<file path="config.mk">
export PLATFORM = sky130hd
export DESIGN_NAME = mem_arbiter_flat
export DESIGN_NICKNAME = d
export VERILOG_FILES = /design/src/rtl/mem_arbiter_if.sv /design/src/rtl/mem_arbiter.sv /design/src/flat_wrapper.sv
export SDC_FILE = /design/constraint.sdc
export NUM_CORES = 1
export LEC_CHECK = 0
export ABC_AREA = 1
export BUFFER_PORTS_ARGS = -buffer_cell sky130_fd_sc_hd__buf_2
export CORE_MARGIN = 3
export CORE_UTILIZATION = 40
export DETAILED_ROUTE_END_ITERATION = 7
export PLACE_DENSITY_LB_ADDON = 0.25
export SYNTH_ARGS = -nofsm -noshare
export SYNTH_HDL_FRONTEND = slang
export SYNTH_SLANG_ARGS = --single-unit
export TNS_END_PERCENT = 10
</file>
<file path="constraint.sdc">
create_clock -name clk -period 1.75 [get_ports clk]
set_input_delay 0.0875 -clock clk [delete_from_list [all_inputs] [get_ports clk]]
set_output_delay 0.0875 -clock clk [all_outputs]
set_load 0.05 [all_outputs]
</file>
<file path="src/rtl/mem_arbiter_if.sv">
// Bundle between the core (fetch and data ports), the arbiter and the single-port RAM.
interface mem_arbiter_if;
    localparam int unsigned ADDR_W = 5;
    localparam int unsigned DATA_W = 32;

    // Instruction-fetch port
    logic              if_req;
    logic [ADDR_W-1:0] if_addr;
    logic              if_ack;
    logic [DATA_W-1:0] if_rdata;

    // Data port
    logic              dm_ren;
    logic              dm_wen;
    logic [ADDR_W-1:0] dm_addr;
    logic [DATA_W-1:0] dm_wdata;
    logic              dm_ack;
    logic [DATA_W-1:0] dm_rdata;

    // RAM command port
    logic              ram_ren;
    logic              ram_wen;
    logic [ADDR_W-1:0] ram_addr;
    logic [DATA_W-1:0] ram_wdata;
    logic [DATA_W-1:0] ram_rdata;

    // PC advance permission
    logic              pc_enable;

    // Arbiter side
    modport slave (
        input  if_req, if_addr, dm_ren, dm_wen, dm_addr, dm_wdata, ram_rdata,
        output if_ack, if_rdata, dm_ack, dm_rdata,
        output ram_ren, ram_wen, ram_addr, ram_wdata, pc_enable
    );

    // Core / RAM side
    modport master (
        output if_req, if_addr, dm_ren, dm_wen, dm_addr, dm_wdata, ram_rdata,
        input  if_ack, if_rdata, dm_ack, dm_rdata,
        input  ram_ren, ram_wen, ram_addr, ram_wdata, pc_enable
    );
endinterface

</file>
<file path="src/rtl/mem_arbiter.sv">
// Two-requester (fetch / data) arbiter in front of a single-port RAM.
// One transaction at a time: IDLE -> GRANT -> WAIT -> ACK, four cycles per access.
module mem_arbiter (
    input  logic         clk,
    input  logic         nRst,
    mem_arbiter_if.slave bus
);
    typedef enum logic [1:0] {
        ST_IDLE  = 2'd0,
        ST_GRANT = 2'd1,
        ST_WAIT  = 2'd2,
        ST_ACK   = 2'd3
    } state_t;

    localparam logic GNT_IF = 1'b0;
    localparam logic GNT_DM = 1'b1;

    state_t state;
    logic   last_grant;   // requester served by the most recent completed access
    logic   req_id;       // requester owning the access in flight
    logic   req_wr;       // access in flight is a write

    logic   dm_req_c;
    logic   pick_dm_c;

    // Data port is pending on either strobe; a tie goes to whoever was not served last
    assign dm_req_c  = bus.dm_ren | bus.dm_wen;
    assign pick_dm_c = dm_req_c & (~bus.if_req | (last_grant == GNT_IF));

    // PC may advance on a data ack, or on a fetch ack that is not waiting on a load/store
    assign bus.pc_enable = bus.dm_ack | (bus.if_ack & ~bus.dm_ren & ~bus.dm_wen);

    // Arbitration FSM with registered RAM command, acks and read data
    always_ff @(posedge clk or negedge nRst) begin
        if (!nRst) begin
            state         <= ST_IDLE;
            last_grant    <= GNT_DM;
            req_id        <= GNT_IF;
            req_wr        <= 1'b0;
            bus.if_ack    <= 1'b0;
            bus.dm_ack    <= 1'b0;
            bus.if_rdata  <= '0;
            bus.dm_rdata  <= '0;
            bus.ram_ren   <= 1'b0;
            bus.ram_wen   <= 1'b0;
            bus.ram_addr  <= '0;
            bus.ram_wdata <= '0;
        end else begin
            bus.if_ack  <= 1'b0;
            bus.dm_ack  <= 1'b0;
            bus.ram_ren <= 1'b0;
            bus.ram_wen <= 1'b0;

            case (state)
                ST_IDLE: begin
                    if (bus.if_req | dm_req_c) begin
                        req_id      <= pick_dm_c;
                        // Both data strobes high is treated as a write
                        req_wr      <= pick_dm_c & bus.dm_wen;
                        bus.ram_ren <= ~(pick_dm_c & bus.dm_wen);
                        bus.ram_wen <= pick_dm_c & bus.dm_wen;
                        if (pick_dm_c) begin
                            bus.ram_addr  <= bus.dm_addr;
                            bus.ram_wdata <= bus.dm_wdata;
                        end else begin
                            bus.ram_addr  <= bus.if_addr;
                        end
                        state <= ST_GRANT;
                    end
                end

                ST_GRANT: begin
                    state <= ST_WAIT;
                end

                ST_WAIT: begin
                    if (!req_wr) begin
                        if (req_id == GNT_IF) begin
                            bus.if_rdata <= bus.ram_rdata;
                        end else begin
                            bus.dm_rdata <= bus.ram_rdata;
                        end
                    end
                    bus.if_ack <= (req_id == GNT_IF);
                    bus.dm_ack <= (req_id == GNT_DM);
                    state      <= ST_ACK;
                end

                ST_ACK: begin
                    last_grant <= req_id;
                    state      <= ST_IDLE;
                end

                default: begin
                    state <= ST_IDLE;
                end
            endcase
        end
    end

    // RAM strobes are exclusive and confined to GRANT; acks are exclusive
    a_ram_excl: assert property (@(posedge clk) disable iff (!nRst)
        !(bus.ram_ren && bus.ram_wen));
    a_ram_grant: assert property (@(posedge clk) disable iff (!nRst)
        (bus.ram_ren || bus.ram_wen) |-> (state == ST_GRANT));
    a_ack_excl: assert property (@(posedge clk) disable iff (!nRst)
        !(bus.if_ack && bus.dm_ack));
endmodule
</file>
<file path="src/flat_wrapper.sv">
// flat-port wrapper written by rule: the top's interface ports become plain ports
module mem_arbiter_flat 
  (clk, nRst, bus_if_req, bus_if_addr, bus_dm_ren, bus_dm_wen, bus_dm_addr, bus_dm_wdata, bus_ram_rdata, bus_if_ack, bus_if_rdata, bus_dm_ack, bus_dm_rdata, bus_ram_ren, bus_ram_wen, bus_ram_addr, bus_ram_wdata, bus_pc_enable);
  mem_arbiter_if bus_i ();
  input  logic clk;
  input  logic nRst;
  input wire logic [$bits(bus_i.if_req)-1:0] bus_if_req;
  input wire logic [$bits(bus_i.if_addr)-1:0] bus_if_addr;
  input wire logic [$bits(bus_i.dm_ren)-1:0] bus_dm_ren;
  input wire logic [$bits(bus_i.dm_wen)-1:0] bus_dm_wen;
  input wire logic [$bits(bus_i.dm_addr)-1:0] bus_dm_addr;
  input wire logic [$bits(bus_i.dm_wdata)-1:0] bus_dm_wdata;
  input wire logic [$bits(bus_i.ram_rdata)-1:0] bus_ram_rdata;
  output wire logic [$bits(bus_i.if_ack)-1:0] bus_if_ack;
  output wire logic [$bits(bus_i.if_rdata)-1:0] bus_if_rdata;
  output wire logic [$bits(bus_i.dm_ack)-1:0] bus_dm_ack;
  output wire logic [$bits(bus_i.dm_rdata)-1:0] bus_dm_rdata;
  output wire logic [$bits(bus_i.ram_ren)-1:0] bus_ram_ren;
  output wire logic [$bits(bus_i.ram_wen)-1:0] bus_ram_wen;
  output wire logic [$bits(bus_i.ram_addr)-1:0] bus_ram_addr;
  output wire logic [$bits(bus_i.ram_wdata)-1:0] bus_ram_wdata;
  output wire logic [$bits(bus_i.pc_enable)-1:0] bus_pc_enable;
  assign bus_i.if_req = bus_if_req;
  assign bus_i.if_addr = bus_if_addr;
  assign bus_i.dm_ren = bus_dm_ren;
  assign bus_i.dm_wen = bus_dm_wen;
  assign bus_i.dm_addr = bus_dm_addr;
  assign bus_i.dm_wdata = bus_dm_wdata;
  assign bus_i.ram_rdata = bus_ram_rdata;
  assign bus_if_ack = bus_i.if_ack;
  assign bus_if_rdata = bus_i.if_rdata;
  assign bus_dm_ack = bus_i.dm_ack;
  assign bus_dm_rdata = bus_i.dm_rdata;
  assign bus_ram_ren = bus_i.ram_ren;
  assign bus_ram_wen = bus_i.ram_wen;
  assign bus_ram_addr = bus_i.ram_addr;
  assign bus_ram_wdata = bus_i.ram_wdata;
  assign bus_pc_enable = bus_i.pc_enable;
  mem_arbiter u_core (.clk(clk), .nRst(nRst), .bus(bus_i));
endmodule
</file>
==> reports/metrics.yaml <==
global_routing:
  overflow: 0
  grt_max_degree: 66
  first_global_vias: 3801
  antenna_found_initial: 0
  track_usage_pct: 17.82
  grt_pass1_wl_microns: 18380
hold_path:
  hp-start: "bus_ram_rdata[13]"
  min_path_type: "in -> reg"
critical_path:
  crit_buf_inv: 2
  worst_setup_path_start_kind: "register"
  crit_type: "reg -> reg"
  endpoint_kind: "register"
  crit_family: "compound AO/OA/AOI/OAI gates"
  worstPathCellList: "inv_1 > ha_1 > inv_1 > a21oi_1 > nand3_1 > nand2_1"
  crit_required_ns: 2.05
  crit_path_start: "u_core.state[0]"
  reg2reg_from: "u_core.state[0]"
  max_stage_delay_ns: 0.42
  worst_path_most_repeated_cell: "inv_1"
  arrival_ns: 1.84
  slowest_stage: "a21oi_1"
  cp_max_fo: 7
cts:
  clockRootBuffer: "clkbuf_8"
  numCtsBuffers: 9
  cts_tree: "yes"
  insertion_delay_ns: 0.35
  cts_buffer_depth: 2
  clock-sinks: 110
  clk_pin_slew_ns: 0.11
  htreeDepth: 3
yosys:
  synth_seq_cells: 110
  synth_area_sq_um: 4394
  synth_area_per_cell_sq_um: 9.594
  synth_cell_type_count: 21
  postSynthCellCount: 458
  seq_area_frac_synth_pct: 62.67
  syn-num-nets: 540
  ys_warn_count: 0
route:
  via_per_inst: 4.454
  wl_per_cell_microns: 12.72
  postRouteWirelength_microns: 10730
  drt-pass1-iter-count: 4
  vias: 3755
  ant_nets: 0
  drc_errors: 0
  drt-initial-drc-count: 183
finish:
  drive_above_1_share_pct: 32.96
  areaGrowthSynthToFinish_pct: 42.37
  nets: 785
  antenna_cells: 0
outcome:
  status: "completed"
sta:
  tightest_slew_ns: 0.6741
  slew_headroom_pct: 54.58
  slew_viol_final: 0
  setup_viol_count_final: 0
  fin_skew_ns: 0.01168
  tns_ns: 0
  rsz0062_at_grt: "no"
  min_period_ns: 1.536
  finalHoldViolCount: 0
  fmax_ghz: 0.6509
  post-route-period-util_pct: 87.79
floorplan:
  die-area_sq_um: 12280
  std_cell_rows: 37
  ios: 185
  start_util_pct: 41.81
  core_area_sq_um: 10510
  dieWidth_microns: 110.8
  die_h_microns: 110.8
place:
  io_buffer_count: 184
  gp_congestion: 0.7803
  hpwl_microns: 7195
run:
  cap_violations: 0
## sequential cells by signal, indices dropped and copies added (netlist names)
| register | cells |
|---|---|
| u_core.bus.dm_ack | 1 |
| u_core.bus.dm_rdata | 32 |
| u_core.bus.if_ack | 1 |
| u_core.bus.if_rdata | 32 |
| u_core.bus.ram_addr | 5 |
| u_core.bus.ram_ren | 1 |
| u_core.bus.ram_wdata | 32 |
| u_core.bus.ram_wen | 1 |
| u_core.last_grant | 1 |
| u_core.req_id | 1 |
| u_core.req_wr | 1 |
| u_core.state | 2 |
## per-layer routing
layer | vias up | GRT usage (%) | routed length [microns]
met1 | 1719 | 23.94 | 4731
li1 | 1889 | - | -
met4 | 0 | 4.844 | 116
met3 | 9 | 4.694 | 778
met2 | 138 | 28.72 | 5100
met5 | - | 0 | 0
## synthesized netlist by cell type (all sizes together)
cell type | count | share of area [%]
nand2 | 118 | 10
dfrtp | 109 | 62
o21ai | 101 | 13
inv | 85 | 7.3
buf | 12 | 2.2
nand3 | 12 | 1.5
clkbuf | 7 | 0.71
nor2 | 6 | 0.57
a21oi | 3 | 0.34
ha | 3 | 0.85
a21o | 1 | 0.17
dfstp | 1 | 0.60
## metrics by stage
step | std cells | hold slack [ns] | instance area [sq um] | util [%] | setup slack, ns
after floorplan | 458 | -0.2081 | 4394 | - | 0.4694
after global placement | 764 | -0.05861 | 5446 | 51.83 | 0.3370
after detailed placement | 764 | -0.05640 | 5446 | 51.83 | 0.2747
after CTS | 843 | 0.003872 | 6256 | 59.53 | 0.2422
after global routing | 843 | 0.005495 | 6256 | 59.53 | 0.04373
final | 843 | 0.03199 | 6256 | 59.53 | 0.2136
## worst min-delay path, cell delays in order
cell	delay, ns
buf_2	0.10
inv_1	0.08
o21ai_0	0.09
## path summary, 6_finish.rpt
path | cells after the start | slack, ns | endpoint
worst max register to register | 6 | 0.21 | u_core.bus.ram_addr[2]
worst max-delay path | 6 | 0.21 | u_core.bus.ram_addr[2]
min in group asynchronous | 2 | 0.12 | u_core.bus.ram_addr[3]
max in group asynchronous | 3 | 0.93 | u_core.bus.dm_rdata[9]
worst min-delay path | 3 | 0.03 | u_core.bus.dm_rdata[13]
worst min register to register | 2 | 0.49 | u_core.bus.dm_rdata[6]
## cell type report
class / count / area, sq um
flip-flops and latches: 110 / 2754
clock buffers: 9 / 123.9
well taps: 136 / 170.2
clock inverters: 6 / 45.04
inverters: 85 / 319.1
repair buffers: 253 / 1652
fillers: 910 / 4253
multi-input cells: 244 / 1192
## logic make-up after synthesis
family                     after synthesis  synth area share (%)
adders and majority gates                3                0.8543
and+or+nand+nor                        136                 12.47
buffers and inverters                  104                 10.19
AOI/OAI and AO/OA                      105                 13.81
DFF                                    110                 62.67
## cell usage in the layout, fill, tap and decap left out
cell,count
dlygate4sd3_1,64
o21ai_1,2
o21ai_0,78
a21oi_1,3
inv_1,84
clkbuf_8,9
nand2_2,3
clkinv_4,1
nand3_2,1
dfrtp_1,109
o21ai_2,21
a21o_1,1
buf_2,183
inv_2,1
inv_6,3
nand2_4,1
nand3_1,11
nand2_1,114
clkinv_2,2
dfstp_2,1
ha_1,3
nor2_1,5
buf_4,2
buf_12,4
nor2_2,1
## timing repair
| action | in CTS | in global routing |
|---|---|---|
| gates resized for setup | 0 | 0 |
| buffers inserted | 0 | 0 |
| endpoints found under the hold margin | 197 | 0 |
| hold buffers | 64 | 0 |
Power is left out: the tool's default activity adds up to more than one toggle a clock period on the data nets, which glitch-free logic cannot reach.
